**config.mk**
```make
export PLATFORM = sky130hd
export DESIGN_NAME = sprite_plot_engine
export DESIGN_NICKNAME = d
export VERILOG_FILES = /design/src/rtl/sprite_plot_engine.sv
export SDC_FILE = /design/constraint.sdc
export NUM_CORES = 1
export LEC_CHECK = 0
export ABC_AREA = 1
export BUFFER_PORTS_ARGS = -buffer_cell sky130_fd_sc_hd__buf_2
export CORE_MARGIN = 1
export CORE_UTILIZATION = 45
export CTS_BUF_LIST = sky130_fd_sc_hd__clkbuf_8
export DETAILED_ROUTE_END_ITERATION = 6
export PLACE_DENSITY = 0.65
export SYNTH_ARGS = -nofsm -noshare
export SYNTH_HDL_FRONTEND = slang
export SYNTH_SLANG_ARGS = --single-unit
```
**constraint.sdc**
```tcl
create_clock -name clock -period 4.3 [get_ports clock]
set_input_delay 0.215 -clock clock [delete_from_list [all_inputs] [get_ports clock]]
set_output_delay 0.215 -clock clock [all_outputs]
set_load 0.1 [all_outputs]
```
**src/rtl/sprite_plot_engine.sv**
```systemverilog
// sprite_plot_engine
//   Pixel writer in front of the 320x240 / 3-bit VGA framebuffer adapter.
//   It owns the player sprite position and turns requests into a stream of
//   single-pixel writes, one per clock:
//     move  : erase the old sprite rectangle with BG_COLOR, then draw the
//             sprite at the new position (STEP pixels in direction dir,
//             clamped to the screen).
//     clear : sweep the whole screen with BG_COLOR, then draw the sprite.
//
// Ports
//   clock        system clock
//   reset        asynchronous, active-high reset
//   move, dir    move request; dir 00 up, 01 down, 10 left, 11 right
//   clear        full-screen clear plus sprite redraw (wins over move)
//   plot         pixel write strobe (registered)
//   X, Y, color  pixel column / row / colour (registered, hold when plot=0)
//   busy         high in every plot cycle of a sequence
//   pos_x, pos_y current sprite top-left corner
module sprite_plot_engine #(
  parameter int          SCREEN_W     = 320,
  parameter int          SCREEN_H     = 240,
  parameter int          SPRITE_W     = 8,
  parameter int          SPRITE_H     = 8,
  parameter int          STEP         = 4,
  parameter int          INIT_X       = 156,
  parameter int          INIT_Y       = 116,
  parameter logic [2:0]  BG_COLOR     = 3'b000,
  parameter logic [2:0]  SPRITE_COLOR = 3'b110
) (
  input  logic       clock,
  input  logic       reset,
  input  logic       move,
  input  logic [1:0] dir,
  input  logic       clear,
  output logic       plot,
  output logic [8:0] X,
  output logic [7:0] Y,
  output logic [2:0] color,
  output logic       busy,
  output logic [8:0] pos_x,
  output logic [7:0] pos_y
);

  typedef enum logic [1:0] {IDLE, CLEAR, ERASE, DRAW} state_t;

  localparam logic [8:0] X_MAX = 9'(SCREEN_W - SPRITE_W);
  localparam logic [7:0] Y_MAX = 8'(SCREEN_H - SPRITE_H);

  state_t     state_reg, state_next;
  // cx/cy always hold the coordinate of the pixel currently on X/Y.
  logic [8:0] cx_reg, cx_next;
  logic [7:0] cy_reg, cy_next;
  logic [8:0] old_x_reg, old_x_next;
  logic [7:0] old_y_reg, old_y_next;
  logic [8:0] pos_x_next;
  logic [7:0] pos_y_next;
  logic       plot_next;
  logic [8:0] x_next;
  logic [7:0] y_next;
  logic [2:0] color_next;

  // Clamped target position for a move; widened sums avoid overflow.
  logic [9:0] sum_x;
  logic [8:0] sum_y;
  logic [8:0] tgt_x;
  logic [7:0] tgt_y;

  always_comb begin
    sum_x = {1'b0, pos_x} + 10'(STEP);
    sum_y = {1'b0, pos_y} + 9'(STEP);
    tgt_x = pos_x;
    tgt_y = pos_y;
    case (dir)
      2'b00: tgt_y = (pos_y < 8'(STEP)) ? 8'd0 : pos_y - 8'(STEP);
      2'b01: tgt_y = (sum_y > {1'b0, Y_MAX}) ? Y_MAX : sum_y[7:0];
      2'b10: tgt_x = (pos_x < 9'(STEP)) ? 9'd0 : pos_x - 9'(STEP);
      default: tgt_x = (sum_x > {1'b0, X_MAX}) ? X_MAX : sum_x[8:0];
    endcase
  end

  // Rectangle bounds depend on whether we sweep the screen or the sprite.
  logic [8:0] last_col;
  logic [7:0] last_row;
  logic       row_end, rect_end;

  always_comb begin
    last_col = (state_reg == CLEAR) ? 9'(SCREEN_W - 1) : 9'(SPRITE_W - 1);
    last_row = (state_reg == CLEAR) ? 8'(SCREEN_H - 1) : 8'(SPRITE_H - 1);
    row_end  = (cx_reg == last_col);
    rect_end = row_end && (cy_reg == last_row);
  end

  // Next-state, counters, position and the pixel to present next cycle.
  always_comb begin
    state_next = state_reg;
    cx_next    = cx_reg;
    cy_next    = cy_reg;
    old_x_next = old_x_reg;
    old_y_next = old_y_reg;
    pos_x_next = pos_x;
    pos_y_next = pos_y;

    case (state_reg)
      IDLE: begin
        cx_next = 9'd0;
        cy_next = 8'd0;
        if (clear) begin
          state_next = CLEAR;
        end else if (move && ((tgt_x != pos_x) || (tgt_y != pos_y))) begin
          old_x_next = pos_x;
          old_y_next = pos_y;
          pos_x_next = tgt_x;
          pos_y_next = tgt_y;
          state_next = ERASE;
        end
      end
      default: begin
        if (row_end) begin
          cx_next = 9'd0;
          if (rect_end) begin
            cy_next    = 8'd0;
            state_next = (state_reg == DRAW) ? IDLE : DRAW;
          end else begin
            cy_next = cy_reg + 8'd1;
          end
        end else begin
          cx_next = cx_reg + 9'd1;
        end
      end
    endcase

    plot_next  = (state_next != IDLE);
    x_next     = X;
    y_next     = Y;
    color_next = color;
    case (state_next)
      CLEAR: begin
        x_next     = cx_next;
        y_next     = cy_next;
        color_next = BG_COLOR;
      end
      ERASE: begin
        x_next     = old_x_next + cx_next;
        y_next     = old_y_next + cy_next;
        color_next = BG_COLOR;
      end
      DRAW: begin
        x_next     = pos_x_next + cx_next;
        y_next     = pos_y_next + cy_next;
        color_next = SPRITE_COLOR;
      end
      default: ;
    endcase
  end

  always_ff @(posedge clock or posedge reset) begin
    if (reset) begin
      state_reg <= IDLE;
      cx_reg    <= '0;
      cy_reg    <= '0;
      old_x_reg <= '0;
      old_y_reg <= '0;
      pos_x     <= 9'(INIT_X);
      pos_y     <= 8'(INIT_Y);
      plot      <= 1'b0;
      busy      <= 1'b0;
      X         <= '0;
      Y         <= '0;
      color     <= '0;
    end else begin
      state_reg <= state_next;
      cx_reg    <= cx_next;
      cy_reg    <= cy_next;
      old_x_reg <= old_x_next;
      old_y_reg <= old_y_next;
      pos_x     <= pos_x_next;
      pos_y     <= pos_y_next;
      plot      <= plot_next;
      busy      <= plot_next;
      X         <= x_next;
      Y         <= y_next;
      color     <= color_next;
    end
  end

endmodule
```
**Yosys cells after proc, flatten, opt, wreduce, memory -nomap -nowiden**

Index checks and enable logic that the tools add are counted.
W data, S select, Z words.

- Equal/unequal tests: 11
- Div/mod/pow operators: 0
- Bitwise logic cells: 0
- Mux-type cells: 34
- Shift operators: 0
- Order comparisons: 4
- Reduce and logical (&&, ||, !) cells: 10
- Add/sub/neg operators: 10
- Multipliers: 0

Operators by type and width:

| cell | count |
|---|---|
| $mux W9 | 11 |
| $mux W8 | 12 |
| $pmux W9 S3 | 1 |
| $pmux W8 S3 | 1 |
| $add A9 B9 Y9 | 2 |
| $pmux W9 S2 | 1 |
| $add A8 B8 Y8 | 2 |
| $pmux W8 S2 | 1 |
| $mux W2 | 6 |
| $add A9 B3 Y10 const B | 1 |
| $gt A10 B9 Y1 const B | 1 |
| $add A8 B3 Y9 const B | 1 |
| $add A9 B1 Y9 const B | 1 |
| $eq A9 B9 Y1 | 1 |
| $gt A9 B8 Y1 const B | 1 |
| $lt A9 B3 Y1 const B | 1 |
| $ne A9 B9 Y1 | 1 |
| $sub A9 B3 Y9 const B | 1 |
| $add A8 B1 Y8 const B | 1 |
| $eq A2 B2 Y1 const B | 4 |
| $eq A8 B8 Y1 | 1 |
| $lt A8 B3 Y1 const B | 1 |
| $ne A8 B8 Y1 | 1 |
| $sub A8 B3 Y8 const B | 1 |
| other kinds (8) | 14 |

- RAM bits: 0
- Word-level logic and storage cells: 80
- Latch bits: 0
- Output and inout bits: 39
- Register bits after elaboration: 74
- Input bits: 6
- Memories: 0
- Bits in read-only memories: 0

**Longest topological paths before layout**

- Depth after elaboration: 13
- Mapped depth: 38
- Depth with buffers taken out: 37

**Least setup slack after synthesis**

No wires, ideal clock.

- Path type: register to register
- Start: register pos_y[3]
- End: register X[8]
- Clock period less this slack: 5.063 ns
- Slack: -0.763 ns
- Buffers on the path: 1
- Data required time: 4.180 ns
- Library setup time: 0.120 ns
- Stages on the path, launching flop included: 33
- Data arrival time: 4.943 ns
- Cells stage by stage: dfrtp_1 > inv_1 > ha_1 > nand2_1 > a21oi_1 > nand3_2 > nand3_1 > nand3_1 > nand2_1 > nand3_1 > nor2_1 > nand3_1 > o21bai_4 > buf_6 > mux2_2 > nand2_1 > o21ai_0 > ha_1 > fa_1 > nand3_1 > nand3_1 > nand2_1 > a21oi_1 > nor2_1 > nor2_1 > nor2_1 > inv_1 > a21oi_1 > nand3_1 > nand3_1 > nand2_1 > nand2_1 > nand2_1

- Cells in the longest elaborated chain, start to end: 12
- Elaborated cells between the ends (all ways): 26
- Those cells by class: add/sub (4); order compare (2); eq/ne (4); mux (13); reduce/logical (3)

Ends and longest elaborated chain:

| what | line | source |
|---|---|---|
| from (decl) | 41 | `output logic [7:0] pos_y` |
| from (signal assigned) | 164 | `pos_y <= 8'(INIT_Y);` |
| from (signal assigned) | 177 | `pos_y <= pos_y_next;` |
| $add A8 B3 Y9 | 70 | `sum_y = {1'b0, pos_y} + 9'(STEP);` |
| $gt A9 B8 Y1 | 75 | `2'b01: tgt_y = (sum_y > {1'b0, Y_MAX}) ? Y_MAX : sum_y[7:0];` |
| $mux W8 | 75 |  |
| $pmux W8 S2 | 73 | `case (dir)` |
| $ne A8 B8 Y1 (*) | 109 | `end else if (move && ((tgt_x != pos_x) \|\| (tgt_y != pos_y))) begin` |
| $logic_or A1 B1 Y1 (*) | 109 |  |
| $logic_and A1 B1 Y1 (*) | 109 |  |
| $mux W9 (*) | 109 |  |
| $mux W9 (*) | 107 | `if (clear) begin` |
| $mux W9 (*) | 103 | `case (state_reg)` |
| named net old_x_next[0] | 53 | `logic [8:0] old_x_reg, old_x_next;` |
| $add A9 B9 Y9 (*) | 143 | `x_next = old_x_next + cx_next;` |
| $pmux W9 S3 (*) | 136 | `case (state_next)` |
| to (signal assigned) | 180 | `X <= x_next;` |
| to (decl) | 36 | `output logic [8:0] X,` |

The timed path passes the listed nets; every way through them passes the cells marked *.
A chain may end at the register's enable or synchronous reset.

**Final worst setup path**

- Start: register pos_y[2]
- End: register X[7]

- Cells in the longest elaborated chain, start to end: 12
- Elaborated cells between the ends (all ways): 26
- Those cells by class: add/sub (4); order compare (2); eq/ne (4); mux (13); reduce/logical (3)

Ends and longest elaborated chain:

| what | line | source |
|---|---|---|
| $add A8 B3 Y9 | 70 |  |
| $gt A9 B8 Y1 | 75 |  |
| $mux W8 | 75 |  |
| $pmux W8 S2 | 73 |  |
| $ne A8 B8 Y1 (*) | 109 |  |
| $logic_or A1 B1 Y1 (*) | 109 |  |
| $logic_and A1 B1 Y1 (*) | 109 |  |
| $mux W9 / $mux W2 (equally long branches) | 109 |  |
| $mux W9 / $mux W2 (equally long branches) | 107 |  |
| $mux W9 / $mux W2 (equally long branches) | 103 |  |
| $add A9 B9 Y9, or another cell as far along | 148 | `x_next = pos_x_next + cx_next;` |
| $pmux W9 S3 / $reduce_bool A3 Y1 (equally long branches) | - |  |

Mark *: on every way between the ends. The rest lies on a longest branch, timed or not.

==> results.txt <==
The flow ran to the end, but the final reports show violations. The final reports fail on setup timing. The capturing element type of the critical path is a flop. The most frequently used flop master after synthesis is sky130_fd_sc_hd__dfrtp_1.

The proportion of netlist area held by the largest area contributor is 31.5%. The flop and latch count out of synthesis is 72. The worst-case setup margin in the final layout is -201 ps. The cell count after synthesis came out at 726. The maximum achievable frequency came out at 222 MHz.

The type of the worst setup path is reg -> reg. A synthesized cell averages 7.01 µm². The number of global-route vias before repair came out at 5365. By instance count, the cell type seen most on the critical path is sky130_fd_sc_hd__nand2_1.

Setup repair after global routing could not meet its margin everywhere. In the post-synthesis netlist, the biggest area contributors are sky130_fd_sc_hd__dfrtp_1, sky130_fd_sc_hd__nand2_1, sky130_fd_sc_hd__nand3_1, sky130_fd_sc_hd__inv_1, sky130_fd_sc_hd__ha_1. The maximum number of pins on one net before global-route repair is 40. Once layout is done, the placed cells without fillers occupy 7210 µm².

The wire length per cell is 14.7 µm. The count of pins over their slew limit is 0. The number of sinks on the clock net is 72.

The number of CTS-inserted buffers came out at 9. The number of remaining DRC errors is 0. The portion of the post-synthesis area used by sequential elements came out at 35.6%. The core area is 10900 µm². The number of vias per cell after detailed routing is 5.30.

The number of standard-cell rows in the floorplan came out at 38. The number of port buffers is 43. The final worst hold slack came out at 364 ps. The worst hold path belongs to the class in -> reg. The synthesis-to-layout area growth is 41.7%. After clock tree synthesis, the clock-pin slew on the worst setup and hold paths is 80 ps.

The total I/O pin count came out at 45. The area of the mapped netlist came out at 5090 µm². The final setup violation count is 4. At the pin with the least slew margin, the transition time is 709 ps. The final weighted congestion in routability-driven placement is 0.945. The number of detailed-route iterations in the first pass is 5.

The effective utilization at floorplan came out at 46.5%. The worst setup path is launched from a flop. Summed over all layers, the global routing overflow is 0. The number of nets in the synthesized netlist is 757.

The yosys synthesis warning count is 0. The count of antenna diodes in the layout came out at 0. The internal reg-to-reg setup slack is -200 ps. TritonCTS built the clock tree. The combined global-route utilization of all metal layers is 26.8%. The final clock skew came out at 12.4 ps. In this run the critical register-to-register path is launched from pos_y[2]. The first global-routing pass estimated 24.7 mm of wire. The cell area reported after detailed placement is 6120 µm². In this run the power density over the cells is 236 nW/µm². The critical-path maximum fanout came out at 8. The clock period minus final worst setup slack came out at 4500 ps. The die area is 11700 µm². The clock network latency to the later pin of the worst-skew pair is 360 ps.

The hold violation count in the final report was 0. Counting flops with a built-in enable in the synthesized netlist gives 0. The post-detailed-placement half-perimeter wirelength came out at 10.7 mm. At the worst endpoint, the arrival time is 4740 ps. The commonest cells after synthesis are sky130_fd_sc_hd__nand2_1, sky130_fd_sc_hd__inv_1, sky130_fd_sc_hd__nand3_1, sky130_fd_sc_hd__dfrtp_1, sky130_fd_sc_hd__nor2_1.

The DRC violation total after the first TritonRoute iteration is 389. The number of cells on the worst reg-to-reg path came out at 31. The peak ir drop on the vdd network is 188 µV.

The share of synthesized registers carrying an async set or reset is 100%. The initial antenna violation count is 0. The most frequently used cell type in the post-synthesis netlist is sky130_fd_sc_hd__nand2_1. The number of vias after detailed routing came out at 5509.

The tree is rooted in a sky130_fd_sc_hd__clkbuf_8. The relative max-transition margin came out at 52.6%. The worst flop-to-flop path endpoint is X[7].

The number of levels in the clock H-tree is 3. The worst hold path terminates at old_x_reg[8]. The horizontal die dimension came out at 108 µm.

The count of maximum capacitance violations came out at 0. The buffer levels on the longest clock path is 2. The number of nets with antenna violations after detailed routing came out at 0.

The part of the cycle the worst path needs is 105%. The total wire length came out at 15.3 mm. The largest total area in the synthesized netlist belongs to sky130_fd_sc_hd__dfrtp_1.

The fraction of final layout cells sized beyond drive strength 1 came out at 37.7%. Fill cells in the final layout number 900. The required arrival time at the worst endpoint is 4540 ps. At the end of the flow, the number of nets in the layout was 926.

The unique cell type count in the Yosys netlist came out at 44. Along the worst hold path, the cell count comes to 5. The slowest stage of the critical path belongs to the cell sky130_fd_sc_hd__dfstp_4. The largest incremental delay on the critical path is 670 ps. The startpoint identified for the worst hold timing path is move. The vertical die dimension is 108 µm. The leakage dissipation came out at 0.00374 µW.
placed cells by master (no fill, tap or decap), types with 4 or more instances in the layout:
cell type and n:
sky130_fd_sc_hd__ha_1 14, sky130_fd_sc_hd__buf_4 130, sky130_fd_sc_hd__nor3_1 7, sky130_fd_sc_hd__clkbuf_8 12, sky130_fd_sc_hd__buf_6 6, sky130_fd_sc_hd__nand2_4 7, sky130_fd_sc_hd__a21oi_2 13, sky130_fd_sc_hd__nand3_1 45
sky130_fd_sc_hd__nand3b_1 4, sky130_fd_sc_hd__nand3_2 21, sky130_fd_sc_hd__nand2_2 22, sky130_fd_sc_hd__nor2_1 51, sky130_fd_sc_hd__buf_2 43, sky130_fd_sc_hd__dfrtp_2 5, sky130_fd_sc_hd__ha_4 8, sky130_fd_sc_hd__o21ai_0 29
sky130_fd_sc_hd__o21ai_1 10, sky130_fd_sc_hd__inv_1 75, sky130_fd_sc_hd__dfrtp_1 59, sky130_fd_sc_hd__nor2_2 8, sky130_fd_sc_hd__xor2_1 8, sky130_fd_sc_hd__o311ai_1 4, sky130_fd_sc_hd__nand4_1 18, sky130_fd_sc_hd__dfstp_4 6
sky130_fd_sc_hd__nand2_1 198, sky130_fd_sc_hd__o21ai_2 9, sky130_fd_sc_hd__inv_2 11, sky130_fd_sc_hd__nand3_4 5, sky130_fd_sc_hd__xnor2_1 4, sky130_fd_sc_hd__nor2_4 4, sky130_fd_sc_hd__a21oi_1 15
cells by family (layout without fill, tap and decap cells):
group / count (synthesis) / after routing / synth area share [%]
compound gates: 99 / 99 / 11.3
mux: 2 / 2 / 0.443
other cells: 1 / 1 / 0.0737
fa+ha+maj: 25 / 25 / 6.44
buf+inv: 114 / 288 / 9.79
flops: 72 / 72 / 35.6
xor+xnor: 12 / 12 / 2.07
simple gates: 401 / 401 / 34.2
per-stage QoR:
stage / utilization (%) / power, µW / worst slack, ps / TNS (ps) / instances
after floorplan: - / 941 / -314 / -632 / 726
after global placement: 56.0 / 1040 / -225 / -749 / 975
after detailed placement: 56.0 / 1050 / -310 / -1100 / 975
after CTS: 62.6 / 1670 / -136 / -308 / 1031
after global routing: 65.9 / 1770 / -489 / -2280 / 1040
final: 65.9 / 1700 / -201 / -620 / 1040
final cells by class:
| cell class | count | area, µm² | area share (%) |
|---|---|---|---|
| flip-flops and latches | 72 | 1840 | 25.5 |
| inverters | 88 | 338 | 4.69 |
| repair buffers | 184 | 1340 | 18.6 |
| clock buffers | 12 | 165 | 2.29 |
| multi-input cells | 540 | 3290 | 45.7 |
| clock inverters | 4 | 51.3 | 0.712 |
| well taps | 140 | 175 | 2.43 |
critical path: cells and delay by family (launching register included):
family                   cells  cell delay (ps)
flip-flops                   1              670
AND/OR/NAND/NOR             17             1510
buffers and inverters        4              440
adder cells (fa/ha/maj)      2              600
AO/OA/AOI/OAI                7             1030
XOR/XNOR                     1              140
power breakdown:
part / total (µW) / leakage, µW / internal (µW) / switching (µW)
clock: 578 / 0.000109 / 315 / 262
sequential: 715 / 0.000894 / 699 / 16.8
combinational: 405 / 0.00274 / 153 / 252
per-layer routing:
metal,track usage (%),up-vias,routed length [µm],part of all wire [%]
met5,0,-,0,0
met4,10.8,0,333,2.2
met3,3.38,38,725,4.8
met2,45.9,160,7460,49
met1,34.3,2600,6730,44
li1,-,2711,-,-
worst max-delay path by stage:
stage                     cells past startpoint  slack (ps)   end      from
after global routing                         34        -490  X[8]  pos_y[2]
after CTS                                    34        -140  X[8]  pos_x[2]
after floorplan                              35        -310  X[8]  pos_x[2]
after global placement                       31        -220  Y[6]  pos_x[2]
after detailed placement                     34        -310  X[8]  pos_x[2]
final                                        31        -200  X[7]  pos_y[2]
repair_timing:
action | CTS | global route
endpoints found under the hold margin | 27 | 0
resized for setup | 57 | 73
pin swaps | 47 | 50
buffers inserted | 39 | 9
hold buffers | 1 | 0
endpoints found under the setup margin | 6 | 10
No activity file was read; power rests on OpenSTA's default activity.
